## src/rtl/ghost_collision_ctrl.sv

```systemverilog
// ============================================================================
// ghost_collision_ctrl : player/ghost contact detection, lives, death freeze,
// respawn and game-over. Optional FRIGHT_EN adds frightened-ghost eating.
// Revision: 1.0
// ============================================================================
`default_nettype none

module ghost_collision_ctrl #(
   parameter int NUM_GHOSTS  = 4,
   parameter int LIVES_INIT  = 3,
   parameter int DEATH_TICKS = 8
) (
   input  logic                                                   clk,
   input  logic                                                   reset,
   input  logic                                                   move_tick,
   input  logic [9:0]                                             player_x,
   input  logic [8:0]                                             player_y,
   input  logic [NUM_GHOSTS*10-1:0]                               ghost_x,
   input  logic [NUM_GHOSTS*9-1:0]                                ghost_y,
`ifdef FRIGHT_EN
   input  logic [NUM_GHOSTS-1:0]                                  ghost_fright,
   output logic                                                   ghost_eaten,
   output logic [((NUM_GHOSTS > 1) ? $clog2(NUM_GHOSTS) : 1)-1:0] eaten_ghost,
`endif
   output logic                                                   hit,
   output logic [((NUM_GHOSTS > 1) ? $clog2(NUM_GHOSTS) : 1)-1:0] hit_ghost,
   output logic [2:0]                                             lives,
   output logic                                                   freeze,
   output logic                                                   respawn,
   output logic                                                   game_over
);

   localparam int          GW      = (NUM_GHOSTS > 1) ? $clog2(NUM_GHOSTS) : 1;
   localparam int          CW      = $clog2(DEATH_TICKS + 1);
   localparam logic [CW-1:0] DC_LAST = CW'(DEATH_TICKS - 1);

   typedef enum logic [1:0] {
      PLAY    = 2'd0,
      DYING   = 2'd1,
      RESPAWN = 2'd2,
      OVER    = 2'd3
   } state_t;

   state_t                    state_q, state_d;
   logic [2:0]                lives_q, lives_d;
   logic                      hit_q, hit_d;
   logic [GW-1:0]             hit_ghost_q, hit_ghost_d;
   logic [CW-1:0]             death_cnt_q, death_cnt_d;
   logic                      prev_valid_q, prev_valid_d;
   logic [9:0]                prev_px_q;
   logic [8:0]                prev_py_q;
   logic [NUM_GHOSTS*10-1:0]  prev_gx_q;
   logic [NUM_GHOSTS*9-1:0]   prev_gy_q;

   logic [NUM_GHOSTS-1:0]     contact;
   logic [NUM_GHOSTS-1:0]     fatal;
   logic [GW-1:0]             fatal_idx;

`ifdef FRIGHT_EN
   logic                      eaten_q, eaten_d;
   logic [GW-1:0]             eaten_ghost_q, eaten_ghost_d;
   logic [NUM_GHOSTS-1:0]     eat;
   logic [GW-1:0]             eat_idx;
`endif

   // Contact is either sharing a tile now or having swapped tiles since the last tick.
   for (genvar gi = 0; gi < NUM_GHOSTS; gi++) begin : g_contact
      logic same, swap;
      assign same = (ghost_x[gi*10 +: 10] == player_x) && (ghost_y[gi*9 +: 9] == player_y);
      assign swap = prev_valid_q
                    && (ghost_x[gi*10 +: 10] == prev_px_q) && (ghost_y[gi*9 +: 9] == prev_py_q)
                    && (player_x == prev_gx_q[gi*10 +: 10]) && (player_y == prev_gy_q[gi*9 +: 9]);
      assign contact[gi] = same | swap;
   end

`ifdef FRIGHT_EN
   assign fatal = contact & ~ghost_fright;
   assign eat   = contact & ghost_fright;
`else
   assign fatal = contact;
`endif

   always_comb begin
      fatal_idx = '0;
      for (int i = NUM_GHOSTS - 1; i >= 0; i--) begin
         if (fatal[i]) fatal_idx = GW'(i);
      end
   end

`ifdef FRIGHT_EN
   always_comb begin
      eat_idx = '0;
      for (int i = NUM_GHOSTS - 1; i >= 0; i--) begin
         if (eat[i]) eat_idx = GW'(i);
      end
   end
`endif

   always_comb begin
      state_d      = state_q;
      lives_d      = lives_q;
      hit_d        = 1'b0;
      hit_ghost_d  = hit_ghost_q;
      death_cnt_d  = death_cnt_q;
      prev_valid_d = prev_valid_q;
`ifdef FRIGHT_EN
      eaten_d       = 1'b0;
      eaten_ghost_d = eaten_ghost_q;
`endif
      case (state_q)
         PLAY: begin
            if (move_tick) begin
               prev_valid_d = 1'b1;
               if (|fatal) begin
                  hit_d       = 1'b1;
                  hit_ghost_d = fatal_idx;
                  lives_d     = (lives_q == 3'd0) ? 3'd0 : lives_q - 3'd1;
                  death_cnt_d = '0;
                  state_d     = DYING;
               end
`ifdef FRIGHT_EN
               else if (|eat) begin
                  eaten_d       = 1'b1;
                  eaten_ghost_d = eat_idx;
               end
`endif
            end
         end
         DYING: begin
            if (move_tick) begin
               if (death_cnt_q == DC_LAST) begin
                  state_d = (lives_q == 3'd0) ? OVER : RESPAWN;
               end else begin
                  death_cnt_d = death_cnt_q + CW'(1);
               end
            end
         end
         RESPAWN: begin
            prev_valid_d = 1'b0;
            death_cnt_d  = '0;
            state_d      = PLAY;
         end
         default: begin
            state_d = OVER;
         end
      endcase
   end

   always_ff @(posedge clk) begin
      if (!reset) begin
         state_q      <= PLAY;
         lives_q      <= 3'(LIVES_INIT);
         hit_q        <= 1'b0;
         hit_ghost_q  <= '0;
         death_cnt_q  <= '0;
         prev_valid_q <= 1'b0;
         prev_px_q    <= '0;
         prev_py_q    <= '0;
         prev_gx_q    <= '0;
         prev_gy_q    <= '0;
`ifdef FRIGHT_EN
         eaten_q       <= 1'b0;
         eaten_ghost_q <= '0;
`endif
      end else begin
         state_q      <= state_d;
         lives_q      <= lives_d;
         hit_q        <= hit_d;
         hit_ghost_q  <= hit_ghost_d;
         death_cnt_q  <= death_cnt_d;
         prev_valid_q <= prev_valid_d;
         if (state_q == PLAY && move_tick) begin
            prev_px_q <= player_x;
            prev_py_q <= player_y;
            prev_gx_q <= ghost_x;
            prev_gy_q <= ghost_y;
         end
`ifdef FRIGHT_EN
         eaten_q       <= eaten_d;
         eaten_ghost_q <= eaten_ghost_d;
`endif
      end
   end

   assign hit       = hit_q;
   assign hit_ghost = hit_ghost_q;
   assign lives     = lives_q;
   assign freeze    = (state_q != PLAY);
   assign respawn   = (state_q == RESPAWN);
   assign game_over = (state_q == OVER);
`ifdef FRIGHT_EN
   assign ghost_eaten = eaten_q;
   assign eaten_ghost = eaten_ghost_q;
`endif

endmodule

`default_nettype wire

```

## config.mk

```make
export PLATFORM = sky130hd
export DESIGN_NAME = ghost_collision_ctrl
export DESIGN_NICKNAME = d
export VERILOG_FILES = /design/src/rtl/ghost_collision_ctrl.sv
export SDC_FILE = /design/constraint.sdc
export NUM_CORES = 1
export LEC_CHECK = 0
export BUFFER_PORTS_ARGS = -buffer_cell sky130_fd_sc_hd__buf_2
export CAP_MARGIN = 30
export CORE_MARGIN = 1
export CORE_UTILIZATION = 45
export CTS_CLUSTER_DIAMETER = 120
export DETAILED_ROUTE_END_ITERATION = 10
export PLACE_DENSITY = 0.68
export SLEW_MARGIN = 10
export SYNTH_ARGS = -nofsm -noshare
export SYNTH_HDL_FRONTEND = slang
export SYNTH_SLANG_ARGS = --single-unit
export TNS_END_PERCENT = 1
```

## constraint.sdc

```tcl
create_clock -name clk -period 2.3 [get_ports clk]
set_input_delay 0 -clock clk [delete_from_list [all_inputs] [get_ports clk]]
set_output_delay 0 -clock clk [all_outputs]
set_load 0.005 [all_outputs]
```

# Yosys cells after proc, flatten, opt, wreduce, memory -nomap -nowiden

Index checks and enable logic that the tools add are counted.

Register bits: 108
Latch bits: 0
Bits in writable memories: 0
ROM bits: 0
Bits of input ports: 98
Word-level logic and storage cells: 100
Memories kept: 0

Add/sub/neg operators: 2
$mul: 0
Divide/modulo/power cells: 0
$lt $le $gt $ge: 0
Eq/ne operators: 33
Shift-type cells: 0
Mux-type cells: 19
Bitwise gates (word level): 4
Reduce and logical (&&, ||, !) cells: 32

Operators by type and width:

| kind                                                                   | count |
|---|---|
| 10-bit equality test                                                   | 12 |
| 9-bit equality test                                                    | 12 |
| 1-bit logical AND                                                      | 21 |
| 2-bit 2-to-1 mux                                                       | 8 |
| 4-bit 2-to-1 mux                                                       | 4 |
| 4-bit one-hot mux with 3 select lines                                  | 1 |
| 2-bit != test (second input constant)                                  | 5 |
| 2-bit one-hot mux with 3 select lines                                  | 1 |
| 3-bit AND reduction                                                    | 2 |
| 5-bit AND reduction                                                    | 1 |
| 4-bit by 1-bit adder with 4-bit output (second input constant)         | 1 |
| 2-bit equality test (second input constant)                            | 2 |
| 4-bit by 3-bit equality test with 1-bit output (second input constant) | 1 |
| 1-bit bitwise OR                                                       | 4 |
| 4-bit AND reduction                                                    | 1 |
| 2-bit nonzero test                                                     | 2 |
| 4-bit OR reduction                                                     | 1 |
| 3-bit logical NOT                                                      | 1 |
| 1-bit 2-to-1 mux                                                       | 3 |
| 3-bit 2-to-1 mux                                                       | 1 |
| 3-bit nonzero test                                                     | 1 |
| 3-bit by 1-bit subtractor with 3-bit output (second input constant)    | 1 |
| 2-bit by 1-bit equality test with 1-bit output (second input constant) | 1 |
| 2-bit logical NOT                                                      | 1 |
| other kinds (2)                                                        | 2 |

# Logic depth before layout (Yosys ltp)

Gate-level depths: netlist of run 1.

Word-level depth: 10
Gate-level depth with buffers: 9
Mapped depth without buffers: 8

# Worst setup path after synthesis of run 1

Ideal clock, no wire load.

Path type: register to register
From: register prev_px_q[0]
To: register lives_q[0] (netlist: lives[0])
Setup time: 0.082 ns
Arrival time: 2.138 ns
Slack: 0.080 ns
Stages on the path, launching flop included: 10
Buffers on the path: 1
Clock period less this slack: 2.220 ns
Path through: dfxtp_1 clkbuf_1 xor2_1 nor4_2 nand4_1 or4_4 nand4_2 nor3_2 or4_1 o2111ai_1

Cells in the longest elaborated chain, start to end: 8
Elaborated cells between the ends (all ways): 26
Those cells by class: 4 x eq/ne; 4 x bitwise; 18 x reduce/logical

Ends and longest elaborated chain:

| element                                | line | source |
|---|---|---|
| from (decl)                            | 50   | `logic [9:0] prev_px_q;` |
| from (signal assigned)                 | 173  | `prev_px_q <= player_x;` |
| 10-bit equality test                   | 71   | `&& (ghost_x[gi*10 +: 10] == prev_px_q) && (ghost_y[gi*9 +: 9] == prev_py_q)` |
| 1-bit logical AND (2 in series)        | 71   |  |
| 1-bit logical AND (2 in series)        | 72   | `&& (player_x == prev_gx_q[gi*10 +: 10]) && (player_y == prev_gy_q[gi*9 +: 9]);` |
| 1-bit bitwise OR                       | 73   | `assign contact[gi] = same \| swap;` |
| 4-bit OR reduction *                   | 114  | `if (\|fatal) begin` |
| 3-bit AND reduction (no source line) * | -    |  |
| to (signal assigned)                   | 152  | `lives_q <= 3'(LIVES_INIT);` |
| to (signal assigned)                   | 167  | `lives_q <= lives_d;` |
| to (decl)                              | 45   | `logic [2:0] lives_q, lives_d;` |

Every way passes the cells marked *; elsewhere a longest branch is shown, timed or not.
A chain may end at the register's enable or synchronous reset.

# Worst setup path in the final report of run 1

From: register prev_px_q[5]
To: register lives_q[0] (netlist: lives[0])

The elaborated chain is that of the path after synthesis.

==> summary.md, run 1 <==
| Metric | Value |
|---|---|
| Critical path startpoint category | `flip-flop` |
| Io pins | `~110` |
| Worst-path fanout max | `4` |
| # setup viols final | `1` |
| Detail Route Antenna Nets | `0` |
| Fin util | `between 60% and 70%` |
| Static leakage | `around 3.7 nW` |
| Nets@finish | `approximately 1100` |
| Yosys top cell area share | `31.5%` |
| Inserted Clock Buffers | `9` |
| Unrepaired setup endpoints after global routing | `yes` |
| Initial antenna violation count | `0` |
| GR Util All Layers | `29.5%` |
| # port buffers | `between 100 and 150` |
| Hold_sp | `player_x[7]` |
| CTS tree | `done` |
| Peak VDD IR | `424 uV` |
| FF-to-FF Start | `prev_px_q[5]` |
| Worst Tran Pin Value | `between 0.4 and 0.5 ns` |
| Endpoints failing hold | `0` |
| Area leader, netlist | `dfxtp_1` |
| Tcrit/Tclk final | `101%` |
| CP Data Arrival Time | `~2.6 ns` |
| Mapped cell area | `between 6000 and 7000 um2` |
| GPL Wtd Cong | `0.981` |
| Setup slack after layout | `-0.0197 ns` |
| Pin count of the biggest net entering global routing | `92` |
| Worst Hold Class | `input pin to flip-flop` |
| Max-slew violations | `0` |
| Router iterations before antenna repair | `10` |
| Core region area | `14700 um2` |
| Failing checks | `design-rule violations, negative setup slack` |
| Top cells by area, synth | `dfxtp_1, xnor2_1, xor2_1` |
| Fmax | `0.431 GHz` |
| Global-route wire length before repair | `between 30000 and 40000 um` |
| Yosys warning total | `0` |
| Power density over cell area | `about 530 nW/um2` |
| Yosys cell types | `42` |
| Max-slew headroom | `between 60% and 70%` |
| Hold depth | `3` |
| Total design power | `between 4 and 5 mW` |
| Dpl hpwl | `16400 um` |
| Cells on worst reg2reg path | `8` |
| Clock sinks | `~110` |
| Crit Path Category | `flip-flop to flip-flop` |
| DRC | `7` |
| H-tree depth | `3` |
| Total grt overflow | `0` |
| R2r setup slk | `-0.02 ns` |
| Vias/cell | `~5.4` |
| Status | `finished with violations` |
| Reg-to-reg endpoint | `lives[0]` |
| Starting Density | `a little under half` |
| Die area | `between 15000 and 20000 um2` |
| Die W | `between 100 and 150 um` |
| Area added between synthesis and finish | `30.3%` |
| Vias in the first global route | `around 6300` |
| Async set or reset register ratio after synthesis | `0%` |
| Final min period | `between 2 and 2.5 ns` |
| #FFs+latches synth | `approximately 110` |
| Worst Path Required | `about 2.6 ns` |
| Worst Hold End | `prev_px_q[7]` |
| Antenna cell count | `0` |
| Initial DRC count | `around 540` |
| CP max stage delay | `0.57 ns` |
| Setup crit end kind | `flip-flop` |
| Clock-pin slew on the worst setup and hold paths | `around 0.070 ns` |
| Maximum clock path buffer count | `2` |
| Pre-CTS setup slack | `-0.118 ns` |
| Top FF cell, synth | `dfxtp_1` |
| Worst Setup SP | `prev_px_q[5]` |
| Fin cells | `1217` |
| Cell Chain, Critical Path | `xor2_1 > nor4_2 > nand4_1 > or4_4 > nand4_4 > nor3_2 > or4_1 > o2111ai_1` |
| # Post-CTS Setup Buffers | `0` |
| CTS root buffer | `clkbuf_16` |
| Seq/Total Area, Yosys | `31.5%` |
| Synthesized area per cell | `about 8.2 um2` |
| Layout cell share with drive strength beyond 1 | `between 20% and 30%` |
| Clk_skew | `0.0102 ns` |
| Max-cap viol count | `0` |
| Placed Instances | `1123` |
| Mapped Nets | `943` |
| Die height | `~130 um` |
| CP max-delay cell | `or4_4` |
| Clk Latency, worst-skew pair | `0.36 ns` |
| Via count | `around 6500` |
| # rows | `44` |
| Number of synthesized flops with an enable pin | `0` |
| Final wirelength | `approximately 23000 um` |
| Setup TNS Final | `-0.0197 ns` |
| WL per Instance | `approximately 19 um` |
| Cells after synthesis | `842` |
==> layer usage <==
metal	vias to the layer above	GRT usage [%]	routed length (um)	part of all wire (%)
met5	-	0	0	0
met4	0	14.6	976	4.3
met3	55	4.79	1770	7.8
met2	260	46.5	10200	45
met1	3079	39.2	9840	43
li1	3145	-	-	-
==> cell type report <==
cell class                 instances  area (um2)
clock inverter                     6        63.8
clock buffer                      10         239
sequential                       108        2170
inverter                          12        45.0
fill                            1297        5740
tap                              184         230
multi-input combinational        651        4370
timing repair buffer             246        1840
==> where the power goes <==
part	switching, mW	internal, mW	leakage [nW]
clock	0.749	0.873	0.144
combinational	0.569	0.529	2.63
sequential	0.0796	1.96	0.890
total	1.40	3.37	3.67
==> logic make-up after synthesis <==
family / count (synthesis) / share of synthesized area (%)
fa+ha+maj: 3 / 0.546
mux: 3 / 0.455
xor+xnor: 226 / 28.9
simple gates: 302 / 20.2
compound gates: 117 / 12.6
flops: 108 / 31.5
buf+inv: 83 / 5.81
==> what timing repair did <==
action / in CTS / in global routing
endpoints found under the hold margin: 78 / 0
endpoints found under the setup margin: 8 / 10
gates resized for setup: 5 / 7
hold buffers: 78 / 0
pin swaps: 0 / 1
==> cell usage in the layout (no fill, tap or decap), drive strengths merged, types with 2 or more instances in the layout <==
cell type | Yosys | routed
clkinv | 0 | 3
xnor2 | 124 | 124
clkinvlp | 0 | 2
nor2 | 8 | 8
nand2 | 201 | 201
a21boi | 97 | 97
xor2 | 102 | 102
clkbuf | 42 | 10
o21ai | 5 | 5
o311ai | 2 | 2
ha | 3 | 3
or4 | 3 | 3
o31ai | 2 | 2
nor3 | 6 | 6
nand2b | 2 | 2
nand4 | 42 | 42
or2 | 2 | 2
and2 | 2 | 2
a31oi | 2 | 2
dfxtp | 108 | 108
nor4 | 30 | 30
dlygate4sd3 | 0 | 78
mux2i | 2 | 2
inv | 12 | 12
nand3 | 4 | 4
a21oi | 2 | 2
buf | 29 | 168
==> synthesized netlist by cell type, types with 2 or more instances <==
| library cell | count |
|---|---|
| nand2_1 | 201 |
| xnor2_1 | 124 |
| dfxtp_1 | 108 |
| xor2_1 | 101 |
| a21boi_0 | 97 |
| clkbuf_1 | 42 |
| nand4_1 | 41 |
| nor4_1 | 28 |
| buf_2 | 16 |
| inv_1 | 12 |
| buf_6 | 8 |
| nor2_1 | 8 |
| nor3_1 | 5 |
| o21ai_0 | 5 |
| nand3_1 | 4 |
| buf_1 | 3 |
| ha_1 | 3 |
| a21oi_1 | 2 |
| a31oi_1 | 2 |
| and2_1 | 2 |
| buf_4 | 2 |
| mux2i_1 | 2 |
| nand2b_1 | 2 |
| nor4_2 | 2 |
| o311ai_0 | 2 |
| o31ai_1 | 2 |
| or2_2 | 2 |
| or4_1 | 2 |
==> per-stage QoR <==
| step | hold slack (ns) | cell area [um2] |
|---|---|---|
| global placement | 0.293 | 7820 |
| global route | 0.0313 | 8960 |
| floorplan | 0.145 | 6870 |
| finish | 0.0292 | 8960 |
| CTS | 0.00784 | 8930 |
| detailed placement | 0.300 | 7820 |
==> registers in the layout, indices dropped and copies added (netlist names), 2 cells and up <==
signal and flops:
prev_gx_q 40, prev_gy_q 36, prev_px_q 10, prev_py_q 9
death_cnt_q 4, lives 3, hit_ghost 2, state_q 2
==> worst max-delay path by stage <==
stage,to,cells past startpoint
2_1_floorplan,lives[0],9
3_3_place_gp,lives[0],9
3_5_place_dp,lives[0],9
4_1_cts,lives[0],9
5_1_grt,lives[0],9
6_report,lives[0],8
==> worst max-delay path, delay by kind of cell, from the launching register on <==
kind / cells / cell delay (ns)
compound gates: 1 / 0.11
simple gates: 6 / 1.64
xor+xnor: 1 / 0.16
flops: 1 / 0.34
Power figures use the tool's default switching activity.
==> run 2, diff against run 1 <==
--- a/config.mk
+++ b/config.mk
@@ -5,7 +5,7 @@
 export SDC_FILE = /design/constraint.sdc
 export NUM_CORES = 1
 export LEC_CHECK = 0
-export BUFFER_PORTS_ARGS = -buffer_cell sky130_fd_sc_hd__buf_2
+export BUFFER_PORTS_ARGS = -buffer_cell sky130_fd_sc_hd__clkbuf_2
 export CAP_MARGIN = 30
 export CORE_MARGIN = 1
 export CORE_UTILIZATION = 45
==> summary.md, run 2 (synthesized netlist as in run 1, its figures left out) <==
| Metric | Value |
|---|---|
| Status | `finished with violations` |
| Failing checks | `design-rule violations, negative setup slack` |
| Antenna cell count | `0` |
| Area added between synthesis and finish | `31.1%` |
| Pin count of the biggest net entering global routing | `71` |
| GPL Wtd Cong | `0.981` |
| Pre-CTS setup slack | `-0.0595 ns` |
| # setup viols final | `1` |
| Clk_skew | `a little over 0.009 ns` |
| Nets@finish | `around 1100` |
| FF-to-FF Start | `prev_px_q[5]` |
| Max-slew violations | `0` |
| Io pins | `around 110` |
| Reg-to-reg endpoint | `lives[0]` |
| # rows | `44` |
| Delay-heaviest family, CP | `simple AND/OR/NAND/NOR gates` |
| Max-cap viol count | `0` |
| Worst-path fanout max | `4` |
| Worst Hold Class | `input pin to flip-flop` |
| Total design power | `about 4.8 mW` |
| Crit Path Category | `flip-flop to flip-flop` |
| Layout cell share with drive strength beyond 1 | `between 20% and 30%` |
| Peak VDD IR | `~400 uV` |
| Tcrit/Tclk final | `103%` |
| Cells on worst reg2reg path | `8` |
| Vias in the first global route | `approximately 6300` |
| GR Util All Layers | `between 20% and 30%` |
| Final wirelength | `~23000 um` |
| # Post-CTS Setup Buffers | `0` |
| Die W | `126 um` |
| Inserted Clock Buffers | `9` |
| CP max-delay cell | `or4_4` |
| Global routing usage on met2 | `50.2%` |
| Setup crit end kind | `flip-flop` |
| Hold depth | `4` |
| Clk Latency, worst-skew pair | `approximately 0.36 ns` |
| Max reg flops | `40` |
| Maximum clock path buffer count | `2` |
| Cell Chain, Critical Path | `xor2_1 > nor4_1 > nand4_1 > or4_4 > nand4_4 > nor3_2 > or4_1 > o2111ai_1` |
| Worst Tran Pin Value | `about 0.65 ns` |
| Worst Setup SP | `prev_px_q[5]` |
| Unrepaired setup endpoints after global routing | `yes` |
| GR Util met3 | `slightly below 5%` |
| Power density over cell area | `533 nW/um2` |
| Initial antenna violation count | `0` |
| Stages on the worst setup path | `8` |
| DRC | `7` |
| Setup slack after layout | `-0.0595 ns` |
| Critical Path End | `lives[0]` |
| Initial DRC count | `roughly 580` |
| Endpoints failing hold | `0` |
| Detail Route Antenna Nets | `0` |
| Most Crowded Layer GR | `met2` |
| CP Data Arrival Time | `between 2 and 3 ns` |
| Commonest non-fill, non-tap cells in the layout | `nand2_1, xnor2_1, clkbuf_2` |
| Largest reg by FF count | `prev_gx_q` |
| Final min period | `around 2.4 ns` |
| CTS root buffer | `clkbuf_16` |
| Static leakage | `between 3 and 4 nW` |
| Buffers and inverters on the worst path | `0` |
| Total grt overflow | `0` |
| Dpl hpwl | `between 15000 and 20000 um` |
| WL per Instance | `~19 um` |
| Fmax | `0.424 GHz` |
| Setup TNS Final | `-0.0595 ns` |
| Starting Density | `~47%` |
| WHS | `~0.08 ns` |
| Worst Path Required | `between 2 and 3 ns` |
| Clock-pin slew on the worst setup and hold paths | `roughly 0.08 ns` |
| Max-slew headroom | `around 57%` |
| Vias/cell | `5.31` |
| Router iterations before antenna repair | `8` |
| Global-route wire length before repair | `35500 um` |
| Largest regs | `prev_gx_q: 40 flops, prev_gy_q: 36 flops, prev_px_q: 10 flops` |
| Die area | `approximately 16000 um2` |
| R2r setup slk | `-0.06 ns` |
| Via count | `between 6000 and 7000` |
| Fin util | `roughly three fifths` |
| # port buffers | `106` |
| Die height | `around 130 um` |
| Clock sinks | `108` |
| Commonest non-fill, non-tap cell in the layout | `nand2_1` |
| CP max stage delay | `0.53 ns` |
| Critical path startpoint category | `flip-flop` |
| CTS tree | `done` |
| GRT met1 Usage | `roughly 39%` |
| Core region area | `around 15000 um2` |
| H-tree depth | `3` |
==> run 2: cell types whose count changed in the layout (fill, tap and decap cells not counted) <==
cell / delta
buf_2: -106
clkbuf_2: +106
buf_4: +8
clkinv_2: -2
dfxtp_1: +2
dfxtp_2: -2
inv_6: +2
nor4_1: +1
nor4_4: -1
o31ai_1: -1
o31ai_2: +1
==> run 2: what timing repair did <==
action | CTS | global route
hold endpoints to repair | 77 | 0
hold buffers | 78 | 0
pin swaps | 3 | 6
resized for setup | 4 | 5
setup endpoints to repair | 1 | 10
==> run 2: final cells by class <==
cell class / count / area (um2)
clock buffer: 10 / 239
inverter: 12 / 45.0
multi-input combinational: 651 / 4360
sequential: 108 / 2170
timing repair buffer: 254 / 1900
tap: 184 / 230
clock inverter: 6 / 71.3
fill: 1272 / 5680
==> run 2: layer usage <==
metal | vias up | share of wire [%] | wire length [um]
met5 | - | 0 | 0
met4 | 0 | 3.2 | 748
met3 | 43 | 6.5 | 1510
met2 | 258 | 46 | 10700
met1 | 3045 | 44 | 10300
li1 | 3155 | - | -
==> run 2: power breakdown <==
part / internal [mW] / total, mW / switching, mW
Sequential: 1.96 / 2.04 / 0.0813
Clock: 0.886 / 1.66 / 0.771
Combinational: 0.534 / 1.11 / 0.572
Total: 3.38 / 4.81 / 1.43
==> run 2: worst register-to-register path, stage by stage, from the launching register on <==
cell and delay, ns:
dfxtp_1 0.43, xor2_1 0.10, nor4_1 0.36, nand4_1 0.14, or4_4 0.53, nand4_4 0.15, nor3_2 0.07, or4_1 0.40
o2111ai_1 0.11
==> run 2: worst min-delay path by stage <==
stage               slack, ns             end         from
floorplan                0.14    prev_gx_q[0]   ghost_x[0]
global placement         0.29   prev_gy_q[33]  ghost_y[33]
CTS                      0.08  death_cnt_q[1]    move_tick
finish                   0.08  death_cnt_q[1]    move_tick
detailed placement       0.30   prev_gy_q[35]  ghost_y[35]
global route             0.12    prev_px_q[6]  player_x[6]
==> run 2: per-stage QoR <==
stage,cell area [um2],instances
CTS,8990,1225
floorplan,6870,842
detailed placement,7880,1131
global placement,7880,1131
finish,9010,1225
global route,9010,1225
